[config.mk]
export PLATFORM = sky130hd
export DESIGN_NAME = imm_encoder
export DESIGN_NICKNAME = d
export VERILOG_FILES = /design/src/rtl/imm_encoder.sv
export SDC_FILE = /design/constraint.sdc
export NUM_CORES = 1
export LEC_CHECK = 0
export CAP_MARGIN = 20
export CORE_MARGIN = 2
export CORE_UTILIZATION = 45
export DETAILED_ROUTE_END_ITERATION = 8
export DONT_BUFFER_PORTS = 1
export PLACE_DENSITY = 0.7
export REMOVE_ABC_BUFFERS = 1
export SLEW_MARGIN = 20
export SYNTH_ARGS = -nofsm -noshare
export SYNTH_HDL_FRONTEND = slang
export SYNTH_SLANG_ARGS = --single-unit
export TNS_END_PERCENT = 100
[constraint.sdc]
create_clock -name clk -period 2.3 [get_ports clk]
set_input_delay 0.46 -clock clk [delete_from_list [all_inputs] [get_ports clk]]
set_output_delay 0.46 -clock clk [all_outputs]
set_load 0.05 [all_outputs]
[src/rtl/imm_encoder.sv]
// Immediate encoder: merges a signed immediate into an I/S/B instruction word.
// Two-stage valid/ready pipeline with range checking and a saturating error counter.
module imm_encoder #(
  parameter int unsigned ERR_CNT_W = 16
) (
  input  logic                 clk,
  input  logic                 rst_n,
  input  logic                 in_valid,
  output logic                 in_ready,
  input  logic [31:0]          in_base,
  input  logic [31:0]          in_imm,
  input  logic [1:0]           in_fmt,
  output logic                 out_valid,
  input  logic                 out_ready,
  output logic [31:0]          out_ir,
  output logic                 out_err,
  output logic [ERR_CNT_W-1:0] err_cnt
);

  typedef enum logic [1:0] {
    FmtI   = 2'b00,
    FmtS   = 2'b01,
    FmtB   = 2'b10,
    FmtBad = 2'b11
  } fmt_e;

  // Stage 1: captured fields plus the range/alignment verdict
  logic                 s1_valid_q;
  logic [31:0]          s1_base_q;
  logic [12:0]          s1_imm_q;
  fmt_e                 s1_fmt_q;
  logic                 s1_err_q;

  // Stage 2: merged instruction word
  logic                 s2_valid_q;
  logic [31:0]          s2_ir_q;
  logic                 s2_err_q;
  logic [ERR_CNT_W-1:0] err_cnt_q;

  fmt_e        in_fmt_e;
  logic        fits_12;
  logic        fits_13;
  logic        in_err;
  logic        s1_load;
  logic        s2_load;
  logic        in_fire;
  logic        out_fire;
  logic [31:0] ir_merged;

  assign in_fmt_e = fmt_e'(in_fmt);

  // Signed value fits in N bits when every bit above N-1 copies bit N-1
  assign fits_12 = (&in_imm[31:11]) || !(|in_imm[31:11]);
  assign fits_13 = (&in_imm[31:12]) || !(|in_imm[31:12]);

  always_comb begin
    in_err = 1'b1;
    unique case (in_fmt_e)
      FmtI, FmtS: in_err = !fits_12;
      FmtB:       in_err = !fits_13 || in_imm[0];
      default:    in_err = 1'b1;
    endcase
  end

  assign s2_load  = !s2_valid_q || out_ready;
  assign s1_load  = !s1_valid_q || s2_load;
  assign in_ready = rst_n && s1_load;
  assign in_fire  = in_valid && in_ready;
  assign out_fire = s2_valid_q && out_ready;

  always_comb begin
    ir_merged = s1_base_q;
    if (!s1_err_q) begin
      unique case (s1_fmt_q)
        FmtI: begin
          ir_merged[31:20] = s1_imm_q[11:0];
        end
        FmtS: begin
          ir_merged[31:25] = s1_imm_q[11:5];
          ir_merged[11:7]  = s1_imm_q[4:0];
        end
        FmtB: begin
          ir_merged[31]    = s1_imm_q[12];
          ir_merged[7]     = s1_imm_q[11];
          ir_merged[30:25] = s1_imm_q[10:5];
          ir_merged[11:8]  = s1_imm_q[4:1];
        end
        default: ir_merged = s1_base_q;
      endcase
    end
  end

  always_ff @(posedge clk) begin
    if (!rst_n) begin
      s1_valid_q <= 1'b0;
      s1_base_q  <= '0;
      s1_imm_q   <= '0;
      s1_fmt_q   <= FmtI;
      s1_err_q   <= 1'b0;
    end else if (s1_load) begin
      s1_valid_q <= in_fire;
      if (in_fire) begin
        s1_base_q <= in_base;
        s1_imm_q  <= in_imm[12:0];
        s1_fmt_q  <= in_fmt_e;
        s1_err_q  <= in_err;
      end
    end
  end

  always_ff @(posedge clk) begin
    if (!rst_n) begin
      s2_valid_q <= 1'b0;
      s2_ir_q    <= '0;
      s2_err_q   <= 1'b0;
    end else if (s2_load) begin
      s2_valid_q <= s1_valid_q;
      if (s1_valid_q) begin
        s2_ir_q  <= ir_merged;
        s2_err_q <= s1_err_q;
      end
    end
  end

  always_ff @(posedge clk) begin
    if (!rst_n) begin
      err_cnt_q <= '0;
    end else if (out_fire && s2_err_q && !(&err_cnt_q)) begin
      err_cnt_q <= err_cnt_q + ERR_CNT_W'(1);
    end
  end

  assign out_valid = s2_valid_q;
  assign out_ir    = s2_ir_q;
  assign out_err   = s2_err_q;
  assign err_cnt   = err_cnt_q;

endmodule

==> metrics.md <==
| Metric | Value |
|---|---|
| Synth-to-layout area growth | 11.6% |
| FILL cells | 867 |
| Combinational family with the most area after synthesis | simple AND/OR/NAND/NOR gates |
| Pleak | 1.61 nW |
| Synth Area in XOR/XNOR | 0.0288 |
| Yosys reg bits | 99 |
| Worst-skew pair later-pin latency | ~360 ps |
| Sequential cell area | between 1500 and 2000 um2 |
| R2r setup slk | around 580 ps |
| Fmax | around 560 MHz |
| Worst Hold Launch | in_base[5] |
| IO Port Bufs | 0 |
| Placed Cells | approximately 600 |
| EDFF count, synth | 0 |
| Die Ht | around 98 um |
| Gr usage total | 0.193 |
| R2R Path End | err_cnt[14]$_SDFFE_PN0P_ |
| Number of max-cap violations | 0 |
| # setup viols final | 0 |
| Unrepaired setup endpoints after global routing | no |
| Setup bufs post-CTS | 0 |
| Kind of critical path | reg2out |
| Die W | about 98 um |
| Hold Path End | s1_base_q[5]$_SDFFE_PN0P_ |
| Kind of start point of the critical path | register |
| Synth Cell Area | roughly 4000 um2 |
| Final #Nets | roughly 570 |
| Total CTS buffers | 9 |
| Drt first pass iters | 4 |
| DPL Wire Length | between 6000 and 7000 um |
| Top cell type by total area after synthesis | dfxtp_1 |
| Area fraction in compound gates after synthesis | 0.136 |
| Via Count | ~3.3k |
| Maximum fanout along the worst path | 4 |
| Pin count of the biggest net entering global routing | 50 |
| Simple-gate share of the synthesized area | 0.267 |
| Gp weighted congestion | approximately 0.86 |
| R2r startpoint | err_cnt[1]$_SDFFE_PN0P_ |
| Final Routed Wirelength | 9250 um |
| Max-slew violation count | 0 |
| CTS tree | done |
| Global-route wire length before repair | about 15,000 um |
| ANT nets after route | 0 |
| Post-synth top area share | 0.500 |
| Prevailing post-synth register cell | dfxtp_1 |
| Final Hold Viols | 0 |
| Area of the core | between 8000 and 9000 um2 |
| Post-synth cell types | 34 |
| CTS root buf | clkbuf_8 |
| DIE AREA | about 9600 um2 |
| H-tree Lvls | 3 |
| Rows | 34 |
| Cell chain of the critical path | nand3b_1 > and2_1 |
| Post-Layout Cell Count | 608 |
| Final instance area | 4420 um2 |
| FFs w/ async S/R, synth | 0 |
| Vias in the first global route | roughly 3.1k |
| Warnings, synthesis | 0 |
| Worst Tran Pin Value | approximately 550 ps |
| Crit-path slowest cell | and2_1 |
| Global route overflow | 0 |
| Fin crit period | around 1800 ps |
| Vias/cell | 5.49 |
| Setup TNS | 0 ps |
| Reg2Reg Depth | 6 |
| Post-Synthesis Cells | 491 |
| Peak supply drop | 0.427 mV |
| Hold Crit Class | in2reg |
| Area of the multi-input gates | 1840 um2 |
| Arr. time, crit path | 1310 ps |
| Share of cells above drive strength 1 | 0.0880 |
| Post-synthesis mux area share | 0.0152 |
| Post-Synth Adder-Cell Area | 0.0158 |
| Num Clock Sinks | 99 |
| # diodes | 0 |
| Antenna violations before repair | 0 |
| Syn_area_per_cell | ~8.1 um2 |
| Hold path depth | 2 |
| Io pins | between 100 and 150 |
| Power Dens Cells | roughly 770 nW/um2 |
| CP endpoint kind | output pin |
| PostCTS Resize Cnt | 0 |
| Status | finished, final reports clean |
| DRC | 0 |
| Clock Skews | between 10 and 15 ps |
| Fin crit share | 0.770 |
| Longest Clk Path Bufs | 2 |
| Clock slew at reported path FFs | around 100 ps |
| Slew headroom | 0.634 |
| Worst Path Required | 1840 ps |
| Initial core utilization | 0.459 |
| Drt first-iter violations | ~120 |
| Top post-synthesis cells by area | dfxtp_1 (50%), nand2_1 (13%), o21ai_0 (6.6%) |
| Hold_buf cts | 0 |
| Max incr delay on CP | ~480 ps |
| Sequential fraction of the synthesis area | 0.500 |
| Wire length per cell | 15.2 um |
| Post-DP Area | 4200 um2 |
-- per-stage QoR --
step	hold WS (ps)	utilization	power (mW)	worst slack, ps
3_3_place_gp	439	0.487	2.24	648
5_1_grt	194	0.512	3.57	409
4_1_cts	190	0.512	3.45	513
2_1_floorplan	431	-	2.16	-468
6_report	209	0.512	3.40	528
3_5_place_dp	446	0.487	2.25	575
-- per-layer routing --
layer | up-vias | global-route usage | share of wire
li1 | 1679 | - | -
met1 | 1537 | 0.245 | 0.43
met2 | 105 | 0.314 | 0.48
met3 | 14 | 0.0594 | 0.074
met4 | 0 | 0.0652 | 0.015
met5 | - | 0 | 0
-- flip-flops by register name (all words and copies together), names as in the netlist --
name,count
s1_err_q,1
err_cnt,16
s1_valid_q,1
out_ir,32
out_err,1
s1_fmt_q,2
s1_imm_q,13
out_valid,1
s1_base_q,32
-- worst max-delay path: cells and delay by family, from the launching register on --
| kind | cells | cell delay (ps) |
|---|---|---|
| flops | 1 | 340 |
| simple gates | 2 | 610 |
-- cell families (layout without fill, tap and decap cells) --
kind of cell / after synthesis / after routing
muxes: 6 / 6
AOI/OAI and AO/OA: 95 / 95
adders and majority gates: 5 / 5
xor gates and xnor gates: 13 / 13
DFF: 99 / 99
buffers and inverters: 36 / 45
and+or+nand+nor: 237 / 237
-- cells in the final DEF, fill, tap and decap left out, types with 2 or more instances in the layout --
master        n
bufinv_16     2
nand3_1       6
clkinvlp_4    3
nor4_1        6
nand2b_1      3
buf_4        19
xor2_1        8
nand4b_1      2
nor3_1       17
ha_1          5
buf_12        4
nand2_1     135
nand4_2       2
inv_1         6
a221oi_1     10
nand4_1      12
o21ai_0      52
and3_1        4
xnor2_1       5
nor2_1       39
dfxtp_1      99
and2_1        3
clkbuf_8      9
a211oi_1      5
nor3b_1       2
mux2i_1       6
o31ai_1       3
a21oi_1      23
-- final cells by class --
cell class,count,area share
multi-input combinational,356,0.416
timing repair buffer,23,0.0504
inverter,7,0.00595
clock buffer,9,0.0280
sequential,99,0.449
tap,108,0.0306
clock inverter,6,0.0207
-- report_power, final --
part	switching, mW	internal, mW	leakage [nW]	total, mW
Combinational	0.160	0.0940	0.704	0.254
Sequential	0.150	1.80	0.811	1.95
Clock	0.585	0.608	0.0975	1.19
-- how the worst max path moves through the flow --
stage / depth (start not counted) / to / from / slack [ps]
2_1_floorplan: 5 / s1_err_q$_SDFFE_PN0P_ / out_valid$_SDFFE_PN0P_ / -470
3_3_place_gp: 5 / out_ir[28]$_SDFFE_PN0P_ / s1_fmt_q[0]$_SDFFE_PN0P_ / 650
3_5_place_dp: 5 / err_cnt[14]$_SDFFE_PN0P_ / out_ready / 570
4_1_cts: 2 / in_ready / out_valid$_SDFFE_PN0P_ / 510
5_1_grt: 6 / err_cnt[14]$_SDFFE_PN0P_ / err_cnt[1]$_SDFFE_PN0P_ / 410
6_report: 2 / in_ready / s1_valid_q$_SDFFE_PN0N_ / 530
-- synthesized netlist by cell type (3+ instances only) --
| library cell | number |
|---|---|
| dfxtp_1 | 99 |
| and3_1 | 5 |
| inv_1 | 6 |
| xor2_1 | 8 |
| and2_1 | 3 |
| o31ai_1 | 3 |
| nand2_1 | 135 |
| nor4_1 | 6 |
| nand3_1 | 6 |
| xnor2_1 | 5 |
| a21oi_1 | 23 |
| mux2i_1 | 6 |
| a211oi_1 | 5 |
| nor3_1 | 17 |
| nand4_1 | 12 |
| ha_1 | 5 |
| buf_2 | 6 |
| nor2_1 | 39 |
| clkbuf_1 | 21 |
| o21ai_0 | 52 |
| a221oi_1 | 10 |
| nand2b_1 | 3 |
(Power assumes the default switching activity.)
